===== src/rtl/dma_device_arbiter.sv =====
// rtl/dma_device_arbiter.sv - round-robin arbiter sharing one DMA controller port among NUM_DEV devices
module dma_device_arbiter #(
    parameter int NUM_DEV = 2,
    parameter int TIMEOUT = 1023,
    parameter int TO_WD   = 10
) (
    input  logic                   clk,
    input  logic                   reset,
    input  logic [NUM_DEV-1:0]     dev_rqst,
    input  logic [NUM_DEV-1:0]     dev_rd_wr,
    input  logic [16*NUM_DEV-1:0]  dev_start_address,
    input  logic [16*NUM_DEV-1:0]  dev_num_words,
    input  logic [16*NUM_DEV-1:0]  dev_wdata,
    input  logic [NUM_DEV-1:0]     dev_ack_in,
    output logic [NUM_DEV-1:0]     dev_dma_ack,
    output logic [NUM_DEV-1:0]     dev_end_flag,
    output logic [NUM_DEV-1:0]     dev_error_flag,
    output logic [15:0]            dev_rdata,
    output logic                   dma_rqst,
    output logic                   dma_rd_wr,
    output logic [15:0]            dma_start_address,
    output logic [15:0]            dma_num_words,
    output logic [15:0]            dma_dev_out,
    output logic                   dma_dev_ack,
    input  logic                   dma_ack,
    input  logic                   dma_end_flag,
    input  logic                   dma_error_flag,
    input  logic [15:0]            dma_dev_in,
    output logic                   busy,
    output logic [1:0]             grant_id
);

    localparam logic [1:0] S_IDLE    = 2'd0;
    localparam logic [1:0] S_GRANT   = 2'd1;
    localparam logic [1:0] S_RELEASE = 2'd2;

    localparam logic [TO_WD-1:0] TO_LIM    = TO_WD'(TIMEOUT);
    localparam logic [1:0]       LAST_INIT = 2'(NUM_DEV - 1);

    logic [1:0]       state;
    logic [1:0]       state_nxt;
    logic [1:0]       last_grant;
    logic [TO_WD-1:0] to_cnt;

    // Device buses widened to the 4-device maximum so muxing never indexes out of range.
    logic [3:0]  rqst_ext;
    logic [3:0]  rd_wr_ext;
    logic [3:0]  ack_in_ext;
    logic [63:0] addr_ext;
    logic [63:0] nw_ext;
    logic [63:0] wdata_ext;

    assign rqst_ext   = 4'(dev_rqst);
    assign rd_wr_ext  = 4'(dev_rd_wr);
    assign ack_in_ext = 4'(dev_ack_in);
    assign addr_ext   = 64'(dev_start_address);
    assign nw_ext     = 64'(dev_num_words);
    assign wdata_ext  = 64'(dev_wdata);

    // Round-robin pick: first requester after last_grant, wrapping modulo NUM_DEV.
    logic       pick_valid;
    logic [1:0] pick_id;
    logic [2:0] cand;

    always_comb begin
        pick_valid = 1'b0;
        pick_id    = 2'd0;
        cand       = 3'd0;
        for (int k = 1; k <= NUM_DEV; k++) begin
            cand = {1'b0, last_grant} + 3'(k);
            if (cand >= 3'(NUM_DEV)) begin
                cand = cand - 3'(NUM_DEV);
            end
            if (!pick_valid && rqst_ext[cand[1:0]]) begin
                pick_valid = 1'b1;
                pick_id    = cand[1:0];
            end
        end
    end

    logic       in_grant;
    logic       g_rqst;
    logic [5:0] g_base;
    logic       timeout_hit;

    assign in_grant = (state == S_GRANT);
    assign g_rqst   = rqst_ext[grant_id];
    assign g_base   = {grant_id, 4'd0};

    // End, error and withdrawal all outrank the watchdog, so it only fires when nothing else ends the grant.
    assign timeout_hit = (TIMEOUT != 0) && in_grant && g_rqst &&
                         !dma_end_flag && !dma_error_flag && (to_cnt == TO_LIM);

    assign dma_rqst          = in_grant && g_rqst;
    assign dma_rd_wr         = in_grant && rd_wr_ext[grant_id];
    assign dma_start_address = in_grant ? addr_ext[g_base +: 16]  : 16'd0;
    assign dma_num_words     = in_grant ? nw_ext[g_base +: 16]    : 16'd0;
    assign dma_dev_out       = in_grant ? wdata_ext[g_base +: 16] : 16'd0;
    assign dma_dev_ack       = in_grant && ack_in_ext[grant_id];
    assign dev_rdata         = dma_dev_in;
    assign busy              = (state != S_IDLE);

    always_comb begin
        dev_dma_ack    = '0;
        dev_end_flag   = '0;
        dev_error_flag = '0;
        for (int i = 0; i < NUM_DEV; i++) begin
            if (in_grant && (grant_id == 2'(i))) begin
                dev_dma_ack[i]    = dma_ack;
                dev_end_flag[i]   = dma_end_flag;
                dev_error_flag[i] = dma_error_flag || timeout_hit;
            end
        end
    end

    always_comb begin
        state_nxt = state;
        case (state)
            S_IDLE: begin
                if (pick_valid) begin
                    state_nxt = S_GRANT;
                end
            end
            S_GRANT: begin
                if (dma_end_flag || dma_error_flag || !g_rqst || timeout_hit) begin
                    state_nxt = S_RELEASE;
                end
            end
            S_RELEASE: state_nxt = S_IDLE;
            default:   state_nxt = S_IDLE;
        endcase
    end

    always_ff @(posedge clk or posedge reset) begin
        if (reset) begin
            state      <= S_IDLE;
            grant_id   <= 2'd0;
            last_grant <= LAST_INIT;
            to_cnt     <= '0;
        end else begin
            state <= state_nxt;
            if ((state == S_IDLE) && pick_valid) begin
                grant_id   <= pick_id;
                last_grant <= pick_id;
            end
            // Counter only runs while the grant persists; any exit or non-GRANT state parks it at zero.
            if (in_grant && (state_nxt == S_GRANT)) begin
                if (dma_ack) begin
                    to_cnt <= '0;
                end else if (to_cnt != '1) begin
                    to_cnt <= to_cnt + 1'b1;
                end
            end else begin
                to_cnt <= '0;
            end
        end
    end

endmodule


===== config.mk =====
export PLATFORM = sky130hd
export DESIGN_NAME = dma_device_arbiter
export DESIGN_NICKNAME = d
export VERILOG_FILES = /design/src/rtl/dma_device_arbiter.sv
export SDC_FILE = /design/constraint.sdc
export NUM_CORES = 1
export LEC_CHECK = 0
export BUFFER_PORTS_ARGS = -buffer_cell sky130_fd_sc_hd__buf_4
export CORE_AREA = 4 4 75 77
export CTS_BUF_LIST = sky130_fd_sc_hd__clkbuf_8
export DETAILED_ROUTE_END_ITERATION = 10
export DIE_AREA = 0 0 79 81
export GPL_TIMING_DRIVEN = 0
export PLACE_DENSITY = 0.89
export REMOVE_ABC_BUFFERS = 1
export SLEW_MARGIN = 30
export SYNTH_ARGS = -nofsm -noshare
export SYNTH_HDL_FRONTEND = slang
export SYNTH_SLANG_ARGS = --single-unit

===== constraint.sdc =====
create_clock -name clk -period 1.8 [get_ports clk]
set_input_delay 0.18 -clock clk [delete_from_list [all_inputs] [get_ports clk]]
set_output_delay 0.18 -clock clk [all_outputs]
set_load 0.02 [all_outputs]

Yosys cells after proc, flatten, opt, wreduce, memory -nomap -nowiden:

Cells that the tools add are included.
Widths: inputs -> output; s select.

* register bits after elaboration: 16
* input port bits: 123
* output and inout port bits: 76
* word-level logic and storage cells: 76

* $add $sub $neg: 5
* magnitude comparators: 5
* eq/ne operators: 6
* shift operators: 3
* muxes and demuxes: 31
* reduce and logical (&&, ||, !) cells: 22

Operator list (count)
* $shiftx 64x7->16: 3
* $mux 16: 3
* $mux 10: 3
* $mux 1: 13
* $mux 2: 6
* $logic_and 1x1->1: 11
* $add 10x1->10 const B: 1
* $bmux 1 s2: 5
* $eq 10x10->1 const B: 1
* $ne 10x10->1 const B: 1
* $lt 2x3->1 const B: 3
* $eq 2x1->1 const B: 3
* $ge 3x2->1 const B: 2
* $logic_not 1->1: 4
* $logic_not 2->1: 2
* $logic_or 1x1->1: 4
* $pmux 2 s2: 1
* $sub 2x2->2 const B: 2
* $add 2x1->3 const B: 1
* $add 2x2->3 const B: 1
* $ne 3x2->1 const B: 1
* $reduce_bool 2->1: 1

Longest topological paths before layout:

* word-level depth: 14
* mapped depth: 6
* gate-level depth less buffers: 5

Worst setup path before layout:

Ideal clock, no wire load.

* path type: register -> output
* start point: register grant_id[0]
* end point: output dev_error_flag[0]
* data arrival time: 1609 ps
* required time: 1620 ps
* setup slack: 11 ps
* cell stages (with the launch flop): 7
* path buffers: 1
* cells stage by stage: dfrtp_1 > buf_6 > mux2i_1 > nand2b_4 > inv_1 > a21oi_1 > nor3_1

* longest elaborated chain between the ends: 8
* elaborated cells between the ends (all ways): 10
* classes of those cells: 3 x mux; 7 x reduce/logical

Ends and longest elaborated chain
* from (decl): RTL line 30 `output logic [1:0] grant_id`
* from (signal assigned): RTL line 143 `grant_id <= pick_id;`
* $bmux 1 s2: RTL line 87 `assign g_rqst = rqst_ext[grant_id];`
* $mux 1 (implied by the code): RTL line 87
* $logic_and 1x1->1
* via dma_rqst: RTL line 19 `output logic dma_rqst,`
* $logic_and 1x1->1: RTL line 91 `assign timeout_hit = (TIMEOUT != 0) && in_grant && g_rqst &&`
* $logic_and 1x1->1 (2 in series): RTL line 92 `!dma_end_flag && !dma_error_flag && (to_cnt == TO_LIM);`
* $logic_or 1x1->1: RTL line 111 `dev_error_flag[i] = dma_error_flag || timeout_hit;`
* $mux 1: RTL line 108 `if (in_grant && (grant_id == 2'(i))) begin`
* to (decl): RTL line 17 `output logic [NUM_DEV-1:0] dev_error_flag,`

The timed path passes the listed nets, and every way through them passes these cells. The select of a mux whose other input is x is not followed.

==> qor.txt <==
Register area -> 382 um2
Gr ovfl total -> 0
Die Wd -> 79 um
DRT antenna net count -> 0
Min-Delay Path Class -> input port to flop
Fin crit share -> 1.10
Hold Vio Cnt, Final -> 0
CTS tree -> yes
Top post-synthesis cells by count -> 50 x a22o_1, 23 x buf_4, 14 x dfrtp_1, 14 x nor2_1
Leak -> 0.00156 uW
Total Wirelength -> 8410 um
Most frequent cell after synthesis -> a22o_1
Yosys reg bits -> 15
Number of antenna violations at the first check in global routing -> 0
CP Cell Sequence -> or3b_4 > nor2_4 > buf_6 > a22o_1 > buf_6
Peak VDD IR -> 1060 uV
Total GRT Usage -> 0.236
Largest net degree at the start of global routing -> 17
Worst-path fanout max -> 6
Unrepaired setup endpoints after global routing -> yes
Final Slew Violations -> 0
Reg2Reg Setup Slack -> 100 ps
DRT iter0 DRCs -> 91
Yosys top cell by area -> a22o_1
Library cells used by synthesis -> 35
CTS sink count -> 15
CTS clock-pin slew for the worst setup and hold paths -> 60 ps
Max_slew headroom -> 0.612
Routability cong. -> 0.814
Nets -> 456
Wire per inst -> 21.0 um
Pwr Total -> 4480 uW
Die area -> 6400 um2
Clock skew -> 1.67 ps
Post-synth top flop -> dfrtp_1
Min cycle time layout -> 1980 ps
Via-to-Cell Ratio -> 5.23
Share of layout cells above drive strength 1 -> 0.647
Seq/Total Area, Yosys -> 0.257
Synth top area share -> 0.298
Critical Path Start Type -> flop
EDFF count, synth -> 0
Setup Viol. Count Final -> 54
CTS buffer count -> 3
Violated checks -> negative setup slack
Max-cap check violation count -> 0
CP arrival -> 1800 ps
Max stage delay on crit path -> 510 ps
Slowest cell on the critical path -> or3b_4
Pre-CTS setup slack -> -372 ps
Post-DP HPWL -> 5200 um
Outcome -> finished with violations
YS warnings -> 0
WHS -> 215 ps
I/O pin cnt -> 199
Global-route wire length before repair -> 11,500 um
Worst skew pair latency -> 250 ps
First-pass DRT Iterations -> 4
Post-Syn Area -> 1470 um2
Fin util -> 0.630
Longest Clk Path Bufs -> 2
Starting density of the core -> 0.293
Pwr dens -> 1420 nW/um2
Buffers on Ports -> 166
Final worst-path setup slack -> -181 ps
Most frequent CP cell -> buf_6
Htree depth -> 1
Buf/Inv on CP -> 2
CP top delay family -> simple AND/OR/NAND/NOR gates
Synth Area per Inst -> 8.95 um2
Vias post-DR -> 2,097
Area delta synth->final -> 115%
Post-synth ARST share -> 1.00
Area of the multi-input gates -> 1010 um2
Critical path type -> flop to output port
Area contributors post-synth -> a22o_1 30%, dfrtp_1 24%, buf_4 12%
Synthesized instance count -> 164
ANT cells -> 0
Row count -> 26
DRC Markers -> 0
Vias in the first global route -> 2,094
Die span in y -> 81 um
Critical Path Sink Type -> output port
CTS Root Cell -> clkbuf_8
Required time of the critical path -> 1620 ps
Slew @ Worst Pin -> 582 ps
Max Freq -> 505 MHz
Filler cell count -> 424
Core Box Area -> 5010 um2
[final cells by class]
cell class | count | share of cell area
Sequential cell | 15 | 0.121
Multi-Input combinational cell | 125 | 0.321
Clock inverter | 1 | 0.00119
Tap cell | 70 | 0.0277
Timing Repair Buffer | 181 | 0.509
Clock buffer | 3 | 0.0131
Inverter | 6 | 0.00713
[per-stage QoR]
| step | TNS [ps] | std cells | area, um2 |
|---|---|---|---|
| floorplan | -6500 | 135 | 1250 |
| global placement | -17270 | 371 | 2590 |
| detailed placement | -17930 | 371 | 2590 |
| CTS | -5550 | 399 | 3100 |
| global route | -9820 | 401 | 3160 |
| finish | -7200 | 401 | 3160 |
[state kept, by name, indices dropped and copies added (netlist names), named ones only]
signal      count
grant_id        1
last_grant      1
state           2
to_cnt         10
[routing by layer]
| layer | global-route usage | wire length (um) | vias to the layer above |
|---|---|---|---|
| met5 | 0 | 0 | - |
| met4 | 0.0928 | 225 | 0 |
| met3 | 0.0865 | 889 | 23 |
| met2 | 0.419 | 4390 | 131 |
| met1 | 0.257 | 2910 | 997 |
| li1 | - | - | 946 |
[cells in the final DEF (no fill, tap or decap), types with 2 or more instances in the layout]
cell type and n:
inv_1 6, o21ai_0 4, dfrtp_1 12, buf_6 59, xor2_1 2, nand3_1 3
nor2_1 14, buf_12 2, buf_4 119, mux2i_1 2, nand2_1 5, clkbuf_8 3
and2_4 10, a22o_1 50, nor3_1 5, nor2_4 4, and3_2 2, xnor2_1 5
[kinds of logic after synthesis]
group	count (synthesis)	synth area share
compound gates	59	0.337
xor+xnor	7	0.0418
fa+ha+maj	1	0.00852
buf+inv	35	0.162
flops	15	0.257
mux	2	0.0136
simple gates	45	0.181
[final timing paths]
kind                               startpoint               end  cells past startpoint
worst max-delay path                     flop  dma_num_words[9]                      5
min in group asynchronous               reset       grant_id[0]                      3
max in group asynchronous               reset       grant_id[0]                      3
worst max register to register           flop         to_cnt[7]                      6
worst min-delay path              dev_rqst[1]       grant_id[0]                      2
worst min register to register  last_grant[0]     last_grant[0]                      2
[power by group]
group          leakage (uW)  switching [uW]  internal, uW
clock             0.0000269             117           151
combinational       0.00133            1910          1870
sequential         0.000198            36.9           399
[timing repair]
action	4_1_cts	5_1_grt
endpoints found under the setup margin	54	55
gates cloned	9	2
endpoints found under the hold margin	14	0
resized for setup	74	8
hold buffers	1	0
pin swaps	33	13
buffers inserted	14	0
(Power assumes the default switching activity.)
